**config.mk**
```make
export PLATFORM = sky130hd
export DESIGN_NAME = matrix_frame_buffer_flat
export DESIGN_NICKNAME = d
export VERILOG_FILES = /design/src/rtl/matrix_pkg.sv /design/src/rtl/matrix_frame_buffer_if.sv /design/src/rtl/matrix_frame_buffer.sv /design/src/flat_wrapper.sv
export SDC_FILE = /design/constraint.sdc
export NUM_CORES = 1
export LEC_CHECK = 0
export CORE_ASPECT_RATIO = 1.2
export CORE_MARGIN = 4
export CORE_UTILIZATION = 54
export DETAILED_ROUTE_END_ITERATION = 10
export GPL_TIMING_DRIVEN = 0
export PLACE_DENSITY = 0.8
export SYNTH_ARGS = -nofsm -noshare
export SYNTH_HDL_FRONTEND = slang
export SYNTH_SLANG_ARGS = --single-unit
```
**constraint.sdc**
```tcl
create_clock -name sys_clock -period 5.7 [get_ports sys_clock]
set_input_delay 1.425 -clock sys_clock [delete_from_list [all_inputs] [get_ports sys_clock]]
set_output_delay 1.425 -clock sys_clock [all_outputs]
set_load 0.1 [all_outputs]
```
**src/rtl/matrix_pkg.sv**
```systemverilog
// Shared constants for the LED matrix path: geometry defaults and FSM state codes.
// The downstream scanner imports the same package so both sides agree on size.
package matrix_pkg;

  localparam int DEFAULT_ROWS = 8;
  localparam int DEFAULT_COLS = 8;

  localparam logic [1:0] ST_IDLE      = 2'd0;
  localparam logic [1:0] ST_CLEAR     = 2'd1;
  localparam logic [1:0] ST_WAIT_SWAP = 2'd2;

  // Index width that stays legal for a degenerate one-row matrix.
  function automatic int row_bits(input int n);
    return (n > 1) ? $clog2(n) : 1;
  endfunction

endpackage

```
**src/rtl/matrix_frame_buffer_if.sv**
```systemverilog
// Write/control/display bundle of the matrix frame buffer.
// Handshake: a row write transfers on a rising edge where wr_valid && wr_ready are both high.
interface matrix_frame_buffer_if
  import matrix_pkg::*;
#(
  parameter int ROWS = DEFAULT_ROWS,
  parameter int COLS = DEFAULT_COLS
);

  logic                     wr_valid;
  logic                     wr_ready;
  logic [row_bits(ROWS)-1:0] wr_row;
  logic [COLS-1:0]          wr_data;
  logic                     commit;
  logic                     clear;
  logic                     frame_sync;
  logic [ROWS*COLS-1:0]     led_data;
  logic                     swap_pending;
  logic                     swap_done;
  logic [1:0]               state_dbg;

  modport master (
    output wr_valid, wr_row, wr_data, commit, clear, frame_sync,
    input  wr_ready, led_data, swap_pending, swap_done, state_dbg
  );

  modport slave (
    input  wr_valid, wr_row, wr_data, commit, clear, frame_sync,
    output wr_ready, led_data, swap_pending, swap_done, state_dbg
  );

endinterface

```
**src/rtl/matrix_frame_buffer.sv**
```systemverilog
// Double-buffered LED matrix store: rows are written into a back buffer and the
// whole frame is copied to the displayed front buffer on the frame boundary after a commit.
module matrix_frame_buffer
  import matrix_pkg::*;
#(
  parameter int ROWS = DEFAULT_ROWS,
  parameter int COLS = DEFAULT_COLS
) (
  input logic                  sys_clock,
  input logic                  sys_reset,
  matrix_frame_buffer_if.slave bus
);

  localparam int RW = row_bits(ROWS);

  logic [1:0]           state;
  logic [RW-1:0]        clr_row;
  logic [COLS-1:0]      back [ROWS];
  logic [ROWS*COLS-1:0] front;
  logic                 swap_done_q;

  logic wr_fire;
  logic row_ok;
  logic do_swap;

  assign bus.wr_ready     = (state == ST_IDLE) && !bus.clear;
  assign wr_fire          = bus.wr_valid && bus.wr_ready;
  assign row_ok           = (int'(bus.wr_row) < ROWS);
  assign do_swap          = (state == ST_WAIT_SWAP) && bus.frame_sync;

  assign bus.led_data     = front;
  assign bus.swap_pending = (state == ST_WAIT_SWAP);
  assign bus.swap_done    = swap_done_q;
  assign bus.state_dbg    = state;

  // Control FSM. A commit never arrives while a frame_sync can act on it in the
  // same edge, because the swap is only examined once the state is WAIT_SWAP.
  always_ff @(posedge sys_clock or posedge sys_reset) begin
    if (sys_reset) begin
      state   <= ST_IDLE;
      clr_row <= '0;
    end else begin
      case (state)
        ST_IDLE: begin
          if (bus.clear) begin
            state   <= ST_CLEAR;
            clr_row <= '0;
          end else if (bus.commit) begin
            state <= ST_WAIT_SWAP;
          end
        end
        ST_CLEAR: begin
          if (clr_row == RW'(ROWS - 1)) begin
            state   <= ST_IDLE;
            clr_row <= '0;
          end else begin
            clr_row <= clr_row + 1'b1;
          end
        end
        ST_WAIT_SWAP: begin
          if (bus.frame_sync) begin
            state <= ST_IDLE;
          end
        end
        default: begin
          state   <= ST_IDLE;
          clr_row <= '0;
        end
      endcase
    end
  end

  // Back buffer: handshaked writes and the row-by-row clear never overlap,
  // since wr_ready is low throughout CLEAR. Out-of-range rows are dropped.
  always_ff @(posedge sys_clock or posedge sys_reset) begin
    if (sys_reset) begin
      for (int r = 0; r < ROWS; r++) begin
        back[r] <= '0;
      end
    end else if (wr_fire) begin
      if (row_ok) begin
        back[bus.wr_row] <= bus.wr_data;
      end
    end else if (state == ST_CLEAR) begin
      back[clr_row] <= '0;
    end
  end

  // Front buffer changes only here, all rows in one edge, so the display never
  // sees a partially updated frame.
  always_ff @(posedge sys_clock or posedge sys_reset) begin
    if (sys_reset) begin
      front       <= '0;
      swap_done_q <= 1'b0;
    end else begin
      swap_done_q <= do_swap;
      if (do_swap) begin
        for (int r = 0; r < ROWS; r++) begin
          front[r*COLS +: COLS] <= back[r];
        end
      end
    end
  end

endmodule

```
**src/flat_wrapper.sv**
```systemverilog
// flat-port wrapper written by rule: the top's interface ports become plain ports
module matrix_frame_buffer_flat import matrix_pkg::*;
#(
  parameter int ROWS = DEFAULT_ROWS,
  parameter int COLS = DEFAULT_COLS
)
  (sys_clock, sys_reset, bus_wr_valid, bus_wr_row, bus_wr_data, bus_commit, bus_clear, bus_frame_sync, bus_wr_ready, bus_led_data, bus_swap_pending, bus_swap_done, bus_state_dbg);
  matrix_frame_buffer_if #(.ROWS(ROWS), .COLS(COLS)) bus_i ();
  input logic sys_clock;
  input logic sys_reset;
  input wire logic [$bits(bus_i.wr_valid)-1:0] bus_wr_valid;
  input wire logic [$bits(bus_i.wr_row)-1:0] bus_wr_row;
  input wire logic [$bits(bus_i.wr_data)-1:0] bus_wr_data;
  input wire logic [$bits(bus_i.commit)-1:0] bus_commit;
  input wire logic [$bits(bus_i.clear)-1:0] bus_clear;
  input wire logic [$bits(bus_i.frame_sync)-1:0] bus_frame_sync;
  output wire logic [$bits(bus_i.wr_ready)-1:0] bus_wr_ready;
  output wire logic [$bits(bus_i.led_data)-1:0] bus_led_data;
  output wire logic [$bits(bus_i.swap_pending)-1:0] bus_swap_pending;
  output wire logic [$bits(bus_i.swap_done)-1:0] bus_swap_done;
  output wire logic [$bits(bus_i.state_dbg)-1:0] bus_state_dbg;
  assign bus_i.wr_valid = bus_wr_valid;
  assign bus_i.wr_row = bus_wr_row;
  assign bus_i.wr_data = bus_wr_data;
  assign bus_i.commit = bus_commit;
  assign bus_i.clear = bus_clear;
  assign bus_i.frame_sync = bus_frame_sync;
  assign bus_wr_ready = bus_i.wr_ready;
  assign bus_led_data = bus_i.led_data;
  assign bus_swap_pending = bus_i.swap_pending;
  assign bus_swap_done = bus_i.swap_done;
  assign bus_state_dbg = bus_i.state_dbg;
  matrix_frame_buffer #(.ROWS(ROWS), .COLS(COLS)) u_core (.sys_clock(sys_clock), .sys_reset(sys_reset), .bus(bus_i));
endmodule
```
==> flow_metrics.env <==
export IMPL_synthDistinctLibCells=42
export IMPL_cts_buffers=17
export IMPL_syn_area_mm2=0.00577
export IMPL_synth_nets=468
export IMPL_grt_max_degree=79
export IMPL_drc=0
export IMPL_hold_slack_ps=486
export IMPL_r2r_slack_ps=3740
export IMPL_critPathMaxFanout=6
export IMPL_arrival_ps=3310
export IMPL_rr_endpoint="u_core.back[22]"
export IMPL_routedWlPerCell_um=20.4
export IMPL_dp_worst_setup_slack_ps=978
export IMPL_place_area_mm2=0.00679
export IMPL_num_vias=4269
export IMPL_power_density_mw_per_mm2=522
export IMPL_syn_mean_instance_area_um2=12.8
export IMPL_diodes=0
export IMPL_worstSetupPathType="input pin to primary output"
export IMPL_drt_iter0_drc=404
export IMPL_synth_top_cell_by_area="dfrtp_1"
export IMPL_critPathLaunch="bus_clear"
export IMPL_initial_core_util_pct=55.1
export IMPL_grtUsageTotal_pct=24.3
export IMPL_final_cell_area_mm2=0.00747
export IMPL_cts_resized=0
export IMPL_grt_pass1_wl_mm=22.9
export IMPL_cp_start_kind="input pin"
export IMPL_die_w_um=102
export IMPL_setup_worst_path_end_class="primary output"
export IMPL_outcome="finished clean"
export IMPL_ys_warn_count=0
export IMPL_hold_buffers=0
export IMPL_slew_headroom_pct=33.8
export IMPL_rsz0062_at_grt="no"
export IMPL_final_nets=571
export IMPL_wl_mm=14.1
export IMPL_synth_cells=449
export IMPL_fmax_ghz=0.211
export IMPL_dieArea_mm2=0.0124
export IMPL_holdCritStartpoint="u_core.back[37]"
export IMPL_ir_drop_mv=0.370
export IMPL_grt_pass1_vias=4348
export IMPL_post_cts_repair_setup_buffers=0
export IMPL_place_hpwl_mm=9.38
export IMPL_root_buffer="clkbuf_16"
export IMPL_ys_ff_latch=134
export IMPL_clock_latency_ps=410
export IMPL_htree_levels=4
export IMPL_period_needed_ps=4730
export IMPL_place_congestion=0.877
export IMPL_hold_class="flip-flop to flip-flop"
export IMPL_required_ps=4280
export IMPL_clk_pin_slew_ps=50
export IMPL_area_delta_synth_final_pct=29.6
export IMPL_worst_pin_slew_ps=990
export IMPL_drv_slew=0
export IMPL_via_per_inst=6.16
export IMPL_reg2reg_depth=3
export IMPL_fin_crit_sh_pct=83.0
export IMPL_fin_ws_ps=967
export IMPL_clockBufferDepth=2
export IMPL_hold_viol=0
export IMPL_final_cell_mix="dfrtp_1 (134), clkdlybuf4s50_1 (83), mux2_1 (64), a22o_1 (32), nand2_1 (29)"
export IMPL_yosysSeqAreaShare_pct=58.2
export IMPL_setup_viol=0
export IMPL_placementRows=41
export IMPL_synth_top_cell_area_share_pct=58.2
export IMPL_clock_sinks=134
export IMPL_ios=86
export IMPL_coreArea_mm2=0.0105
export IMPL_fin_skew_ps=8.00
export IMPL_drive_above_1_share_pct=10.5
export IMPL_die_h_um=121
export IMPL_layout_commonest_cell="dfrtp_1"
export IMPL_maxCapViolations=0
export IMPL_antenna_found_initial=0
export IMPL_synth_area_leaders="dfrtp_1 (58%), mux2_1 (13%), a22o_1 (4.9%)"
export IMPL_power_leakage_nw=3.43
export IMPL_cp_endpoint="bus_wr_ready"
export IMPL_drtAntennaViolNets=0
export IMPL_drt_first_pass_iters=6
export IMPL_cts_tree="built"
export IMPL_io_buffers=83
export IMPL_overflow=0
export IMPL_r2r_start="u_core.bus.state_dbg[0]"
==> through the flow <==
stage | cells | total power [mW] | TNS [ps] | utilization, %
floorplan | 449 | 2.29 | 0 | -
global placement | 661 | 2.58 | -116220 | 64.6
detailed placement | 662 | 2.63 | 0 | 64.9
CTS | 693 | 3.91 | 0 | 71.4
global route | 693 | 4.06 | 0 | 71.4
finish | 693 | 3.90 | 0 | 71.4
==> registers in the layout (all words and copies together) (netlist names) <==
| name | cells |
|---|---|
| u_core.bus.swap_done | 1 |
| u_core.back | 64 |
| u_core.bus.led_data | 64 |
| u_core.clr_row | 3 |
| u_core.bus.state_dbg | 2 |
==> critical path, stage by stage <==
cell and delay (ps):
clkdlybuf4s50_1 530, nor3_1 180, clkdlybuf4s50_1 1160
==> logic make-up after synthesis <==
logic type	count (synthesis)	synth area share (%)
compound gates	90	12.3
fa+ha+maj	2	0.434
buf+inv	43	3.75
flops	134	58.2
mux	65	12.7
simple gates	115	12.7
==> routing by layer <==
layer | GRT usage [%] | wire length (um) | vias to the layer above
met5 | 0 | 0 | -
met3 | 5.75 | 837 | 29
met4 | 8.94 | 298 | 0
met1 | 32.2 | 5970 | 2177
met2 | 38.9 | 7020 | 166
li1 | - | - | 1897
==> report_power, final <==
part / internal [mW] / switching [mW]
sequential: 1.18 / 0.176
clock: 0.862 / 0.407
combinational: 0.364 / 0.908
==> final cells by class <==
cell class,instances,area (um^2)
Buffer,37,194
Multi-Input combinational cell,272,2200
Tap cell,129,161
Clock inverter,13,253
Timing Repair Buffer,84,858
Fill cell,738,2990
Sequential cell,134,3350
Inverter,6,27.5
Clock buffer,18,429
==> worst min path at each step <==
stage	depth (start not counted)	endpoint	slack, ps
after floorplan	1	u_core.back[0]	460
after global placement	1	u_core.bus.led_data[28]	470
after detailed placement	1	u_core.bus.led_data[29]	480
after CTS	1	u_core.bus.led_data[29]	490
after global routing	1	u_core.bus.led_data[60]	500
final	1	u_core.bus.led_data[29]	490
==> synth_stat cells <==
| master | instances |
|---|---|
| nor2_2 | 1 |
| nand2b_1 | 2 |
| o32a_4 | 1 |
| a22o_1 | 32 |
| nor4b_1 | 7 |
| nand3_1 | 22 |
| or2b_2 | 1 |
| a2bb2oi_1 | 1 |
| ha_1 | 2 |
| clkbuf_1 | 18 |
| inv_2 | 1 |
| o22ai_1 | 1 |
| clkinv_1 | 1 |
| and2b_4 | 1 |
| buf_6 | 5 |
| dfrtp_1 | 134 |
| inv_1 | 4 |
| buf_1 | 2 |
| nor4bb_1 | 11 |
| nor3_4 | 2 |
| nor3_2 | 1 |
| nor4b_4 | 1 |
| and3b_1 | 1 |
| nand3b_1 | 3 |
| a32oi_1 | 20 |
| o21ai_1 | 19 |
| nand4_1 | 14 |
| o32ai_1 | 1 |
| a21oi_1 | 1 |
| and3_1 | 3 |
| or3_1 | 1 |
| mux2_1 | 64 |
| or3b_1 | 3 |
| nand2_1 | 29 |
| mux2i_1 | 1 |
| buf_4 | 1 |
| nor2_1 | 5 |
| buf_2 | 11 |
| nor3_1 | 1 |
| o211ai_1 | 14 |
| nor2b_1 | 5 |
| or4b_4 | 1 |
Power figures use the tool's default switching activity.
